===== src/rtl/jk_excite_seq.sv =====
// jk_excite_seq: turns (Q, target) into J/K excitation for a JK flip-flop
// bank, then checks the bank's Q on the following cycle.
module jk_excite_seq #(
   parameter int WIDTH      = 4,
   parameter bit USE_TOGGLE = 1'b0
) (
   input  logic             CLK,
   input  logic             RST_not,
   input  logic [WIDTH-1:0] T_DATA,
   input  logic             T_VALID,
   output logic             T_READY,
   output logic [WIDTH-1:0] J,
   output logic [WIDTH-1:0] K,
   input  logic [WIDTH-1:0] Q,
   output logic             DONE,
   output logic             MISMATCH,
   output logic [WIDTH-1:0] MISMATCH_MASK,
   output logic [7:0]       ERR_COUNT,
   input  logic             CLR_ERR
);

   typedef enum logic [1:0] {IDLE, DRIVE, CHECK} state_t;

   state_t           state_q, state_d;
   logic [WIDTH-1:0] tgt_q, tgt_d;
   logic [WIDTH-1:0] j_q, j_d;
   logic [WIDTH-1:0] k_q, k_d;
   logic [WIDTH-1:0] mask_q, mask_d;
   logic             done_q, done_d;
   logic             mism_q, mism_d;
   logic [7:0]       err_q, err_d;

   logic [WIDTH-1:0] diff, rise, fall, chk_mask;

   assign diff     = Q ^ T_DATA;
   assign rise     = ~Q & T_DATA;
   assign fall     = Q & ~T_DATA;
   assign chk_mask = Q ^ tgt_q;

   always_comb begin
      state_d = state_q;
      tgt_d   = tgt_q;
      j_d     = '0;
      k_d     = '0;
      mask_d  = mask_q;
      done_d  = 1'b0;
      mism_d  = 1'b0;
      err_d   = err_q;
      unique case (state_q)
         IDLE: begin
            if (T_VALID) begin
               tgt_d = T_DATA;
               if (USE_TOGGLE) begin
                  j_d = diff;
                  k_d = diff;
               end else begin
                  j_d = rise;
                  k_d = fall;
               end
               state_d = DRIVE;
            end
         end
         DRIVE: state_d = CHECK;
         CHECK: begin
            mask_d = chk_mask;
            done_d = 1'b1;
            mism_d = |chk_mask;
            if (mism_d && err_q != 8'hFF)
               err_d = err_q + 8'd1;
            state_d = IDLE;
         end
         default: state_d = IDLE;
      endcase
      // clear has priority over a same-edge increment
      if (CLR_ERR)
         err_d = '0;
   end

   always_ff @(posedge CLK or negedge RST_not) begin
      if (!RST_not) begin
         state_q <= IDLE;
         tgt_q   <= '0;
         j_q     <= '0;
         k_q     <= '0;
         mask_q  <= '0;
         done_q  <= 1'b0;
         mism_q  <= 1'b0;
         err_q   <= '0;
      end else begin
         state_q <= state_d;
         tgt_q   <= tgt_d;
         j_q     <= j_d;
         k_q     <= k_d;
         mask_q  <= mask_d;
         done_q  <= done_d;
         mism_q  <= mism_d;
         err_q   <= err_d;
      end
   end

   assign T_READY       = (state_q == IDLE);
   assign J             = j_q;
   assign K             = k_q;
   assign DONE          = done_q;
   assign MISMATCH      = mism_q;
   assign MISMATCH_MASK = mask_q;
   assign ERR_COUNT     = err_q;

endmodule


===== config.mk =====
export PLATFORM = sky130hd
export DESIGN_NAME = jk_excite_seq
export DESIGN_NICKNAME = d
export VERILOG_FILES = /design/src/rtl/jk_excite_seq.sv
export SDC_FILE = /design/constraint.sdc
export NUM_CORES = 1
export LEC_CHECK = 0
export ABC_AREA = 0
export CAP_MARGIN = 0
export CELL_PAD_IN_SITES_DETAIL_PLACEMENT = 2
export CELL_PAD_IN_SITES_GLOBAL_PLACEMENT = 2
export CORE_UTILIZATION = 32
export CTS_CLUSTER_DIAMETER = 80
export DETAILED_ROUTE_END_ITERATION = 8
export GPL_ROUTABILITY_DRIVEN = 0
export PLACE_DENSITY = 0.82
export SYNTH_ARGS = -nofsm -noshare
export SYNTH_HDL_FRONTEND = slang
export SYNTH_SLANG_ARGS = --single-unit

===== constraint.sdc =====
create_clock -name CLK -period 5.4 [get_ports CLK]
set_input_delay 1.08 -clock CLK [delete_from_list [all_inputs] [get_ports CLK]]
set_output_delay 1.08 -clock CLK [all_outputs]
set_load 0.05 [all_outputs]

==> impl_metrics.ini <==
[setup_path]
critPathMaxFanout = 3
arrival_ps = 1680
path_depth = 2
critPathTopFamily = buffers and inverters
rrSetupSlack_ps = 3470
cp-end-kind = output pin
required_ps = 4320
cp.buffers_inverters = 1
crit_type = reg2out
critPathLaunchType = flip-flop
rr_worst_depth = 5
crit_path_cell_trace = nor2_1 -> clkdlybuf4s50_1
r2r_start = ERR_COUNT[0]$_DFFE_PN0P_
worstReg2RegEnd = ERR_COUNT[3]$_DFFE_PN0P_
cpMaxStageDelayCell = clkdlybuf4s50_1
slowest_delay_ps = 820

[clock_tree]
cts_buffers = 3
hold_buffers = 0
post_cts_buffers = 0
cts.htree.levels = 1
cts_root_buf = clkbuf_8
cts_sinks = 28
clk_pin_slew_ps = 90
clk_path_buf_depth = 2
insertion_delay_ps = 270
cts_resized = 0
tritoncts = built

[detailed_routing]
antenna_left = 0
wl_per_cell_um = 15.9
drt-initial-drc-count = 7
dr.pass1.iters = 4
viasPerCell = 4.96
vias = 903
drt_wl_total_mm = 2.90
drc_errors = 0

[timing]
fin_crit_sh_pct = 51.2
finalWorstSetupSlack_ps = 2640
finalCriticalPeriod_ps = 2760
setup_violations = 0
tightest_slew_ps = 550
slew_violations = 0
rsz0062_at_grt = no
max_freq_mhz = 362
hold_viol_final = 0
fin_skew_ps = 4.69
slew_headroom_pct = 63.1
fin_tns_setup_ps = 0

[power_and_ir_drop]
power.density_nw_per_um2 = 349
power_leakage_uw = 0.000679
peakVddDrop_mv = 0.138

[floorplanning]
die_y_um = 63.7
die_w_um = 63.7
die_area_um2 = 4060
core_area_um2 = 3660
io_pins = 35
start_util_pct = 33.3
rows = 22

[min_path]
min_path_type = reg2reg
hold_depth = 2
whs_endpoint = MISMATCH_MASK[1]$_DFFE_PN0P_
holdCritStartpoint = MISMATCH_MASK[1]$_DFFE_PN0P_

[yosys]
synth_cells = 100
syn_avg_cell_area_um2 = 12.2
synth.distinct_cells = 31
yosysWarningCount = 0
syn_area_um2 = 1220
synth_edf_count = 0
synthFlopType = dfrtp_1
synth_seq_cells = 28
synthArstFlopShare_pct = 100
synth_seq_area_share_pct = 57.6
syn_nets = 113

[status]
outcome = finished, final reports clean

[place]
io_buffers = 34
dpl.hpwl_mm = 2.24
post-place-ws_ps = 2470

[global_routing]
grt_start_max_net_pins = 29
grt_overflow_total = 0
grt_pass1_wl_mm = 4.80
grt_pass1_vias = 944
antenna_found_initial = 0
grtUsageTotal_pct = 15.7

[cells_and_area]
area_growth_syn_to_layout_pct = 34.4
drive_gt1_share_pct = 10.4
layout.nets = 149
fillCellCount = 379
antenna-diode-count = 0

[flow_run]
maxCapViolations = 0
[cell usage after synthesis, types with 2 or more instances]
master   count  area share [%]
buf_6        2             1.8
nand2_1      6             1.8
o31ai_1      2             1.2
nor3b_1      8             4.9
dfrtp_1     28              58
mux2_2       5             4.6
o21ai_0      6             2.5
or3_1        2             1.0
nand3_1      2            0.82
nor2b_1      2             1.0
xnor2_1      4             2.9
nor2_1       3            0.92
or4_1        3             1.8
a21oi_1      5             2.1
inv_1        6             1.8
[cells by family after synthesis]
| logic type | Yosys count | share of synthesized area [%] |
|---|---|---|
| buffers and inverters | 10 | 4.32 |
| muxes | 6 | 5.55 |
| DFF | 28 | 57.6 |
| and+or+nand+nor | 35 | 19.8 |
| adders and majority gates | 1 | 1.03 |
| xor gates and xnor gates | 4 | 2.88 |
| AOI/OAI and AO/OA | 16 | 8.84 |
[layer usage]
metal | vias up | part of all wire [%] | GRT usage, %
met2 | 12 | 53 | 26.3
met4 | 0 | 1.9 | 8.24
met3 | 4 | 1.6 | 1.81
met5 | - | 0 | 0
met1 | 465 | 43 | 19.6
li1 | 422 | - | -
[worst max-delay path by stage]
stage | startpoint | end | slack, ps
finish | state_q[1]$_DFFE_PN0P_ | T_READY | 2640
global route | state_q[1]$_DFFE_PN0P_ | T_READY | 2560
CTS | state_q[1]$_DFFE_PN0P_ | T_READY | 2620
detailed placement | Q[1] | ERR_COUNT[3]$_DFFE_PN0P_ | 2470
global placement | Q[1] | ERR_COUNT[3]$_DFFE_PN0P_ | 2550
floorplan | Q[1] | ERR_COUNT[5]$_DFFE_PN0P_ | 3060
[worst reg2reg max path: cells and delay by family, from the launching register on]
| family | cells | cell delay [ps] |
|---|---|---|
| buffers and inverters | 1 | 140 |
| flip-flops | 1 | 430 |
| adder cells (fa/ha/maj) | 1 | 250 |
| AND/OR/NAND/NOR | 2 | 710 |
| multiplexers | 1 | 290 |
[layout make-up]
class                   instances  area [um^2]  share of cell area [%]
flip-flops and latches         28          701                    42.8
repair buffers                 35          348                    21.3
inverters                       6         22.5                    1.38
clock buffers                   3         41.3                    2.52
multi-input cells              62          464                    28.4
well taps                      48         60.1                    3.67
[cells in the final DEF, fill, tap and decap left out]
cell type / instances
clkdlybuf4s50_1: 34
dfrtp_1: 28
nor3b_1: 8
nand2_1: 6
inv_1: 6
o21ai_0: 6
mux2_2: 5
a21oi_1: 5
xnor2_1: 4
nor2_1: 3
or4_1: 3
clkbuf_8: 3
or3_1: 2
nor2b_1: 2
nand3_1: 2
o31ai_1: 2
nand2b_4: 1
a41o_4: 1
and2b_2: 1
nand4_1: 1
nor4_1: 1
o21a_1: 1
nor3_1: 1
o41ai_1: 1
nor4_4: 1
nor4_2: 1
mux2_1: 1
nor4b_1: 1
nand3b_1: 1
ha_1: 1
buf_4: 1
[state kept, by name, indices dropped and copies added (netlist names)]
| signal | cells |
|---|---|
| state_q | 2 |
| MISMATCH_MASK | 4 |
| K | 4 |
| DONE | 1 |
| J | 4 |
| ERR_COUNT | 8 |
| tgt_q | 4 |
| MISMATCH | 1 |
[through the flow]
stage / instances / cell area, um^2 / hold slack [ps] / util [%] / total power [uW]
5_1_grt: 182 / 1640 / 541 / 44.7 / 597
6_report: 182 / 1640 / 511 / 44.7 / 571
3_3_place_gp: 179 / 1600 / 468 / 43.6 / 456
3_5_place_dp: 179 / 1600 / 493 / 43.6 / 466
4_1_cts: 182 / 1640 / 515 / 44.7 / 580
2_1_floorplan: 100 / 1220 / 497 / - / 391
[where the power goes]
group / leakage, uW / internal [uW] / total (uW) / switching (uW)
Clock: 0.0000216 / 50.1 / 113 / 62.6
Sequential: 0.000369 / 240 / 260 / 20.1
Combinational: 0.000288 / 70.4 / 199 / 128
Power figures use the tool's default switching activity.
